## src/rtl/peak_detector.sv

```systemverilog
// Purpose: finds the signed maximum of each pulse that rises above THRESHOLD and timestamps it.
// Latency: the event is in the output slot one edge after the first falling sample is registered.
// Backpressure: one-entry slot holds steady until peak_ready; peaks that arrive while it is full are dropped and counted.
//
// Ports:
//   clk            - single clock, rising edge
//   reset          - asynchronous, active-low
//   input_data     - signed shaped-pulse sample, one per clk
//   peak_amplitude - signed maximum of the detected pulse (registered slot)
//   peak_time      - timestamp of the first sample that reached that maximum (raw, wraps)
//   peak_valid     - slot holds an event
//   peak_ready     - consumer takes the event on an edge where peak_valid=1
//   lost_count     - saturating count of events dropped because the slot was full
//
// HOLDOFF must lie in 1..65535 so that it fits the 16-bit hold counter.
module peak_detector #(
   parameter int SIZE_FILTER_DATA = 16,
   parameter int THRESHOLD        = 100,
   parameter int HOLDOFF          = 16,
   parameter int TS_WIDTH         = 32
) (
   input  logic                               clk,
   input  logic                               reset,
   input  logic signed [SIZE_FILTER_DATA-1:0] input_data,
   output logic signed [SIZE_FILTER_DATA-1:0] peak_amplitude,
   output logic        [TS_WIDTH-1:0]         peak_time,
   output logic                               peak_valid,
   input  logic                               peak_ready,
   output logic        [15:0]                 lost_count
);

   // Amplitude and timestamp travel together from the candidate register into the slot.
   typedef struct packed {
      logic signed [SIZE_FILTER_DATA-1:0] amp;
      logic        [TS_WIDTH-1:0]         ts;
   } peak_t;

   typedef enum logic [1:0] {
      IDLE = 2'd0,
      RISE = 2'd1,
      HOLD = 2'd2
   } state_t;

   localparam logic signed [SIZE_FILTER_DATA-1:0] THR       = SIZE_FILTER_DATA'(THRESHOLD);
   localparam logic        [15:0]                 HOLD_LOAD = 16'(HOLDOFF);

   state_t                             state;
   logic signed [SIZE_FILTER_DATA-1:0] sample_q;
   logic        [TS_WIDTH-1:0]         ts_cnt;
   logic        [TS_WIDTH-1:0]         ts;
   peak_t                              cand_q;
   logic signed [SIZE_FILTER_DATA-1:0] cand_amp;
   logic        [15:0]                 hold_cnt;
   peak_t                              slot_q;
   logic                               above_thr;
   logic                               peak_fire;

   // ------------------------------------------------------------------
   // Sample register and timestamp.
   // ts_cnt runs one step ahead so that ts is always the stamp of the
   // sample currently in sample_q: the first sample registered after
   // reset release is stamped 0.
   // ------------------------------------------------------------------
   always_ff @(posedge clk or negedge reset) begin
      if (!reset) begin
         sample_q <= '0;
         ts_cnt   <= '0;
         ts       <= '0;
      end else begin
         sample_q <= input_data;
         ts       <= ts_cnt;
         ts_cnt   <= ts_cnt + TS_WIDTH'(1);
      end
   end

   assign cand_amp  = cand_q.amp;
   assign above_thr = (sample_q > THR);
   // A peak is declared on the first sample strictly below the running maximum.
   assign peak_fire = (state == RISE) && (sample_q < cand_amp);

   // ------------------------------------------------------------------
   // Detector FSM.
   // RISE tracks the running maximum; equal samples keep the earlier
   // stamp so that a flat top reports its first sample. HOLD ignores the
   // input entirely until the counter has run out AND the signal has
   // fallen back to the threshold, so a ringing tail cannot re-arm.
   // ------------------------------------------------------------------
   always_ff @(posedge clk or negedge reset) begin
      if (!reset) begin
         state    <= IDLE;
         cand_q   <= '0;
         hold_cnt <= '0;
      end else begin
         case (state)
            IDLE: begin
               if (above_thr) begin
                  cand_q.amp <= sample_q;
                  cand_q.ts  <= ts;
                  state      <= RISE;
               end
            end
            RISE: begin
               if (sample_q > cand_amp) begin
                  cand_q.amp <= sample_q;
                  cand_q.ts  <= ts;
               end else if (sample_q < cand_amp) begin
                  state    <= HOLD;
                  hold_cnt <= HOLD_LOAD;
               end
            end
            HOLD: begin
               if (hold_cnt != 16'd0) begin
                  hold_cnt <= hold_cnt - 16'd1;
               end else if (!above_thr) begin
                  state <= IDLE;
               end
            end
            default: begin
               state <= IDLE;
            end
         endcase
      end
   end

   // ------------------------------------------------------------------
   // One-entry output slot.
   // A peak loads when the slot is empty or being emptied on this same
   // edge; otherwise it is dropped and counted. Without a new peak, a
   // transfer simply empties the slot. peak_ready has no effect while
   // the slot is empty.
   // ------------------------------------------------------------------
   always_ff @(posedge clk or negedge reset) begin
      if (!reset) begin
         slot_q     <= '0;
         peak_valid <= 1'b0;
         lost_count <= '0;
      end else begin
         if (peak_fire) begin
            if (!peak_valid || peak_ready) begin
               slot_q     <= cand_q;
               peak_valid <= 1'b1;
            end else if (lost_count != 16'hFFFF) begin
               lost_count <= lost_count + 16'd1;
            end
         end else if (peak_valid && peak_ready) begin
            peak_valid <= 1'b0;
         end
      end
   end

   assign peak_amplitude = slot_q.amp;
   assign peak_time      = slot_q.ts;

endmodule

```

## config.mk

```make
export PLATFORM = sky130hd
export DESIGN_NAME = peak_detector
export DESIGN_NICKNAME = d
export VERILOG_FILES = /design/src/rtl/peak_detector.sv
export SDC_FILE = /design/constraint.sdc
export NUM_CORES = 1
export LEC_CHECK = 0
export CORE_ASPECT_RATIO = 1.2
export CORE_MARGIN = 2
export CORE_UTILIZATION = 57
export CTS_CLUSTER_DIAMETER = 100
export DETAILED_ROUTE_END_ITERATION = 16
export GPL_ROUTABILITY_DRIVEN = 0
export MAX_ROUTING_LAYER = met4
export PLACE_DENSITY_LB_ADDON = 0.2
export SLEW_MARGIN = 20
export SYNTH_ARGS = -nofsm -noshare
export SYNTH_HDL_FRONTEND = slang
export SYNTH_SLANG_ARGS = --single-unit
```

## constraint.sdc

```tcl
create_clock -name clk -period 3.49 [get_ports clk]
set_input_delay 0.698 -clock clk [delete_from_list [all_inputs] [get_ports clk]]
set_output_delay 0.698 -clock clk [all_outputs]
set_load 0.005 [all_outputs]
```

### Word level (Yosys, flattened, before mapping)

Cells that the tools add are included.

| word-level totals | value |
|---|---|
| output and inout port bits | 65 |
| bits in latches | 0 |
| RAM bits | 0 |
| bits of input ports | 19 |
| logic and storage cells | 60 |
| memories | 0 |
| flip-flop bits (word level) | 211 |
| bits in read-only memories | 0 |

| cells by class | value |
|---|---|
| equal/unequal tests | 11 |
| muxes and demuxes | 16 |
| bitwise gates (word level) | 1 |
| shift-type cells | 0 |
| add/subtract/negate cells | 3 |
| multiply operators | 0 |
| reductions and logical operators | 15 |
| divide/modulo/power cells | 0 |
| order comparisons | 3 |

Operators with widths:

| operator | count |
|---|---|
| 48-bit two-way mux | 2 |
| 48-bit case mux with 2 select lines | 1 |
| 16-bit two-way mux | 3 |
| 32-bit by 1-bit adder with 32-bit output (second input constant) | 1 |
| 16-bit case mux with 2 select lines | 1 |
| 16-bit by 1-bit adder with 16-bit output (second input constant) | 1 |
| 16-bit > comparator | 1 |
| 16-bit by 8-bit > comparator with 1-bit output (second input constant) | 1 |
| 16-bit < comparator | 1 |
| 16-bit inequality test (second input constant) | 1 |
| 16-bit nonzero test | 1 |
| 16-bit by 1-bit subtractor with 16-bit output (second input constant) | 1 |
| 2-bit two-way mux | 5 |
| 2-bit inequality test (second input constant) | 5 |
| 2-bit by 1-bit inequality test with 1-bit output (second input constant) | 3 |
| 2-bit case mux with 3 select lines | 1 |
| 3-bit AND reduction | 2 |
| 2-bit nonzero test | 3 |
| 5-bit AND reduction | 1 |
| 2-bit AND reduction | 2 |
| 4-bit AND reduction | 1 |
| 1-bit two-way mux | 3 |
| 2-bit by 1-bit == test with 1-bit output (second input constant) | 1 |
| 2-bit == test (second input constant) | 1 |
| other kinds (5) | 6 |

### Depth between registers and ports, before layout

| depth | value |
|---|---|
| depth after elaboration | 4 |
| gate-level depth with buffers | 11 |
| gate-level depth less buffers | 9 |

### Worst setup path after synthesis

OpenSTA, ideal clock, no wires.

| path | value |
|---|---|
| kind | flip-flop to flip-flop |
| start point | reg sample_q[15] |
| end point | reg slot_q, in the netlist peak_amplitude[0] |
| required time | 3.365 ns |
| setup time | 0.125 ns |
| path buffers | 3 |
| setup slack | 0.956 ns |
| period minus slack after synthesis | 2.534 ns |
| arrival time | 2.408 ns |
| stages on the path, launching flop included | 11 |
| path through | dfrtp_1 > ha_1 > buf_4 > nand4_4 > a2111oi_4 > a211o_4 > mux2_4 > nand2_2 > buf_6 > buf_12 > mux2_4 |

| between the ends | value |
|---|---|
| word-level cells in the longest chain between the ends | 3 |

RTL lines:

| what | line | text |
|---|---|---|
| from (decl) | 48 | `logic signed [SIZE_FILTER_DATA-1:0] sample_q;` |
| from (signal assigned) | 70 | `sample_q <= input_data;` |
| 16-bit < comparator | 79 | `assign peak_fire = (state == RISE) && (sample_q < cand_amp);` |
| 1-bit logical AND | 79 |  |
| 2-bit AND reduction (no source line) | - |  |
| to (signal assigned) | 140 | `slot_q <= cand_q;` |
| to (decl) | 54 | `peak_t slot_q;` |

No other way between the ends.
A chain may end at the register's enable or synchronous reset.

### Final worst setup path

| path | value |
|---|---|
| start point | reg sample_q[15] |
| end point | reg cand_q[17] (netlist bit) |

| between the ends | value |
|---|---|
| word-level cells in the longest chain between the ends | 3 |
| elaborated cells between the ends (all ways) | 5 |
| those cells by class | 2 x order compare; 2 x eq/ne; 1 x reduce/logical |

RTL lines:

| what | line | text |
|---|---|---|
| 16-bit > comparator or 16-bit by 8-bit > comparator with 1-bit output (tied branches) | 103, 77 |  |
| 2-bit by 1-bit inequality test with 1-bit output (no source line) or 2-bit inequality test (tied branches) | - |  |
| 3-bit AND reduction (no source line) * | - |  |
| to (decl) | 51 | `peak_t cand_q;` |

Every way passes the cells marked *; elsewhere a longest branch is shown, timed or not.

==> metrics <==
vias in the first global route 5221; maximum vdd drop 453 µV; DP HPWL between 9 and 10 mm; clock buffer depth 3; critical path's top delay family compound AO/OA/AOI/OAI gates; Hold WC Path Type input port to asynchronous set/reset pin; die width about 120 µm; crit end category flop; initial antenna violation count 0; synth-to-layout area growth 19.7%; Final Max Slew Viols 0; core area between 10000 and 15000 µm²; Layout Utilization a little over two thirds; Port Buffer Count slightly above 80; CP arrival between 3 and 4 ns; maximum fanout along the worst path 39; CTS tree yes; postcts setup bufs 0; global-route wire length before repair roughly 25 mm; H-tree levels 1; largest net degree at the start of global routing between 80 and 90; DRC 0; worst setup path class flop to flop; Setup crit start kind flop; final hold vios 0; P per Cell Area between 700 and 800 nW/µm²; Mapped Area around 8500 µm²; initial DRC count around 230; total gr overflow 0; Worst path max stage delay 0.53 ns; number of synthesized flops with an enable pin 0; max-cap violation count 0; routed wire length 14.7 mm; pre-CTS setup slack about 0.6 ns; Setup TNS Final 0 ns; slew margin rel. between 40% and 50%; Clock Skew ~0.0083 ns; outcome finished clean; Top FF cell, synth dfrtp_1; filler cell count approximately 1000; Unique masters post-synth 49; total CTS buffers 21; syn avg cell area around 14 µm²; ys async rst share 100%; hold buffer count at cts 0; TritonRoute pass-1 iters 4; CTS resizes 0; Max stage delay cell, worst path buf_4; Starting Density between 50% and 60%; reg2reg setup slack 0.55 ns; die area between 15000 and 20000 µm²; Reg clk slew, reported paths roughly 0.060 ns; register area about 5300 µm²; share of cells above drive strength 1 20.8%; register bit total from synthesis ~210; sequential fraction of the synthesis area between 60% and 70%; GR Util All Layers about 20%; Tcrit/Tclk final a little over four fifths; min Tclk post-route 2.94 ns; row count 48; crit path cell chain ha_1 > nand4_4 > a2111oi_4 > a211o_4 > nand4b_1 > o211ai_1 > buf_4 > mux2_2; CTS root buf clkbuf_16; vias per cell 5.29; fin nets around 740; area of the multi-input gates around 3000 µm²; DR WL/cell about 16 µm; DRT antenna net count 0; clock sinks 211; worst skew pair latency approximately 0.48 ns; measured slew at the worst slew-check pin between 0.8 and 0.9 ns; yosys warns 0; P_leak between 4 and 5 nW; syn nets ~640; Final Setup Violations 0; # IOs 84; RSZ-0062 raised after global routing no; Die Span Y ~140 µm; FMAX 341 MHz; via count just under 5000; Cells after Synth just over 600; n_diodes 0; Final Worst Setup Slack about 0.55 ns; CP Data Required Time 3.86 ns; Crit path buffers/inverters 1
[worst register-to-register path: stages, from the launching register on]
cell	delay, ns
dfrtp_1	0.40
ha_1	0.47
nand4_4	0.17
a2111oi_4	0.36
a211o_4	0.19
nand4b_1	0.10
o211ai_1	0.15
buf_4	0.53
mux2_2	0.43
[path summary, 6_finish.rpt]
path	start	to	cells after the start
min	reset	peak_amplitude[6]	1
min reg2reg	ts_cnt[30]	ts[30]	0
min in group clk	ts_cnt[30]	ts[30]	0
max	sample_q[15]	cand_q[17]	8
max reg2reg	sample_q[15]	cand_q[17]	8
max in group asynchronous	reset	cand_q[13]	2
[layout make-up]
cell class                      count  share of cell area, %
Sequential cell                   211                   52.2
Inverter                           23                  0.853
Multi-Input combinational cell    354                   29.2
Tap cell                          200                   2.47
Timing Repair Buffer               92                   9.16
Clock inverter                      6                  0.321
Clock buffer                       30                   5.82
[metal layers]
layer / vias up / wire, µm / share of wire, % / track usage, %
met3: 22 / 580 / 3.9 / 3.21
met2: 103 / 7560 / 51 / 34.3
met4: 0 / 258 / 1.8 / 5.69
li1: 2273 / - / - / -
met1: 2451 / 6290 / 43 / 25.6
met5: - / 0 / 0 / -
[through the flow]
step	hold slack (ns)	total power [mW]	cell area [µm²]	instances
finish	0.278	7.23	10100	916
CTS	0.297	7.31	10100	916
global route	0.318	7.63	10100	916
global placement	0.363	5.14	9500	880
floorplan	0.354	4.61	8460	604
detailed placement	0.362	5.25	9500	880
[report_power, final]
group	internal [mW]	total (mW)	switching [mW]
Sequential	2.81	3.08	0.270
Combinational	1.15	2.11	0.963
Clock	1.17	2.04	0.869
Total	5.13	7.23	2.10
[cells in the final DEF (no fill, tap or decap), types with 15 or more instances in the layout]
cell type        count
dfrtp_1            211
clkdlybuf4s50_1     82
mux2_2              78
xnor2_1             40
nor2_1              34
nand2_1             28
inv_1               23
mux2_4              21
clkbuf_16           21
nand3_1             20
ha_1                19
xor2_1              17
nand4_1             15
[Yosys cell counts, types with 4 or more instances]
master,n,share of area [%]
dfrtp_1,211,62
xor2_1,17,1.8
and4_1,4,0.41
nand4_1,15,1.1
nand3_1,20,1.2
nand2b_1,7,0.52
xnor2_1,40,4.1
nand2_1,28,1.2
mux2_2,78,10
inv_1,23,1.0
mux2_4,21,3.7
nor3_1,9,0.53
buf_4,7,0.62
buf_2,6,0.35
and3_1,10,0.74
ha_1,19,2.8
nor4_1,5,0.37
nor2_1,34,1.5
a21oi_1,9,0.53
[flip-flops by register name (all words and copies together), names as in the netlist]
name	cells
lost_count	16
ts_cnt	32
hold_cnt	16
peak_valid	1
peak_amplitude	16
ts	32
cand_q	32
cand_amp	16
peak_time	32
state	2
sample_q	16
[cells by family after synthesis]
group           after synthesis  share of synthesized area, %
compound gates               28                          2.66
xor+xnor                     57                          5.90
simple gates                149                          9.26
buf+inv                      39                          2.60
fa+ha+maj                    19                          2.81
mux                         101                          14.3
flops                       211                          62.4
(Power assumes the default switching activity.)
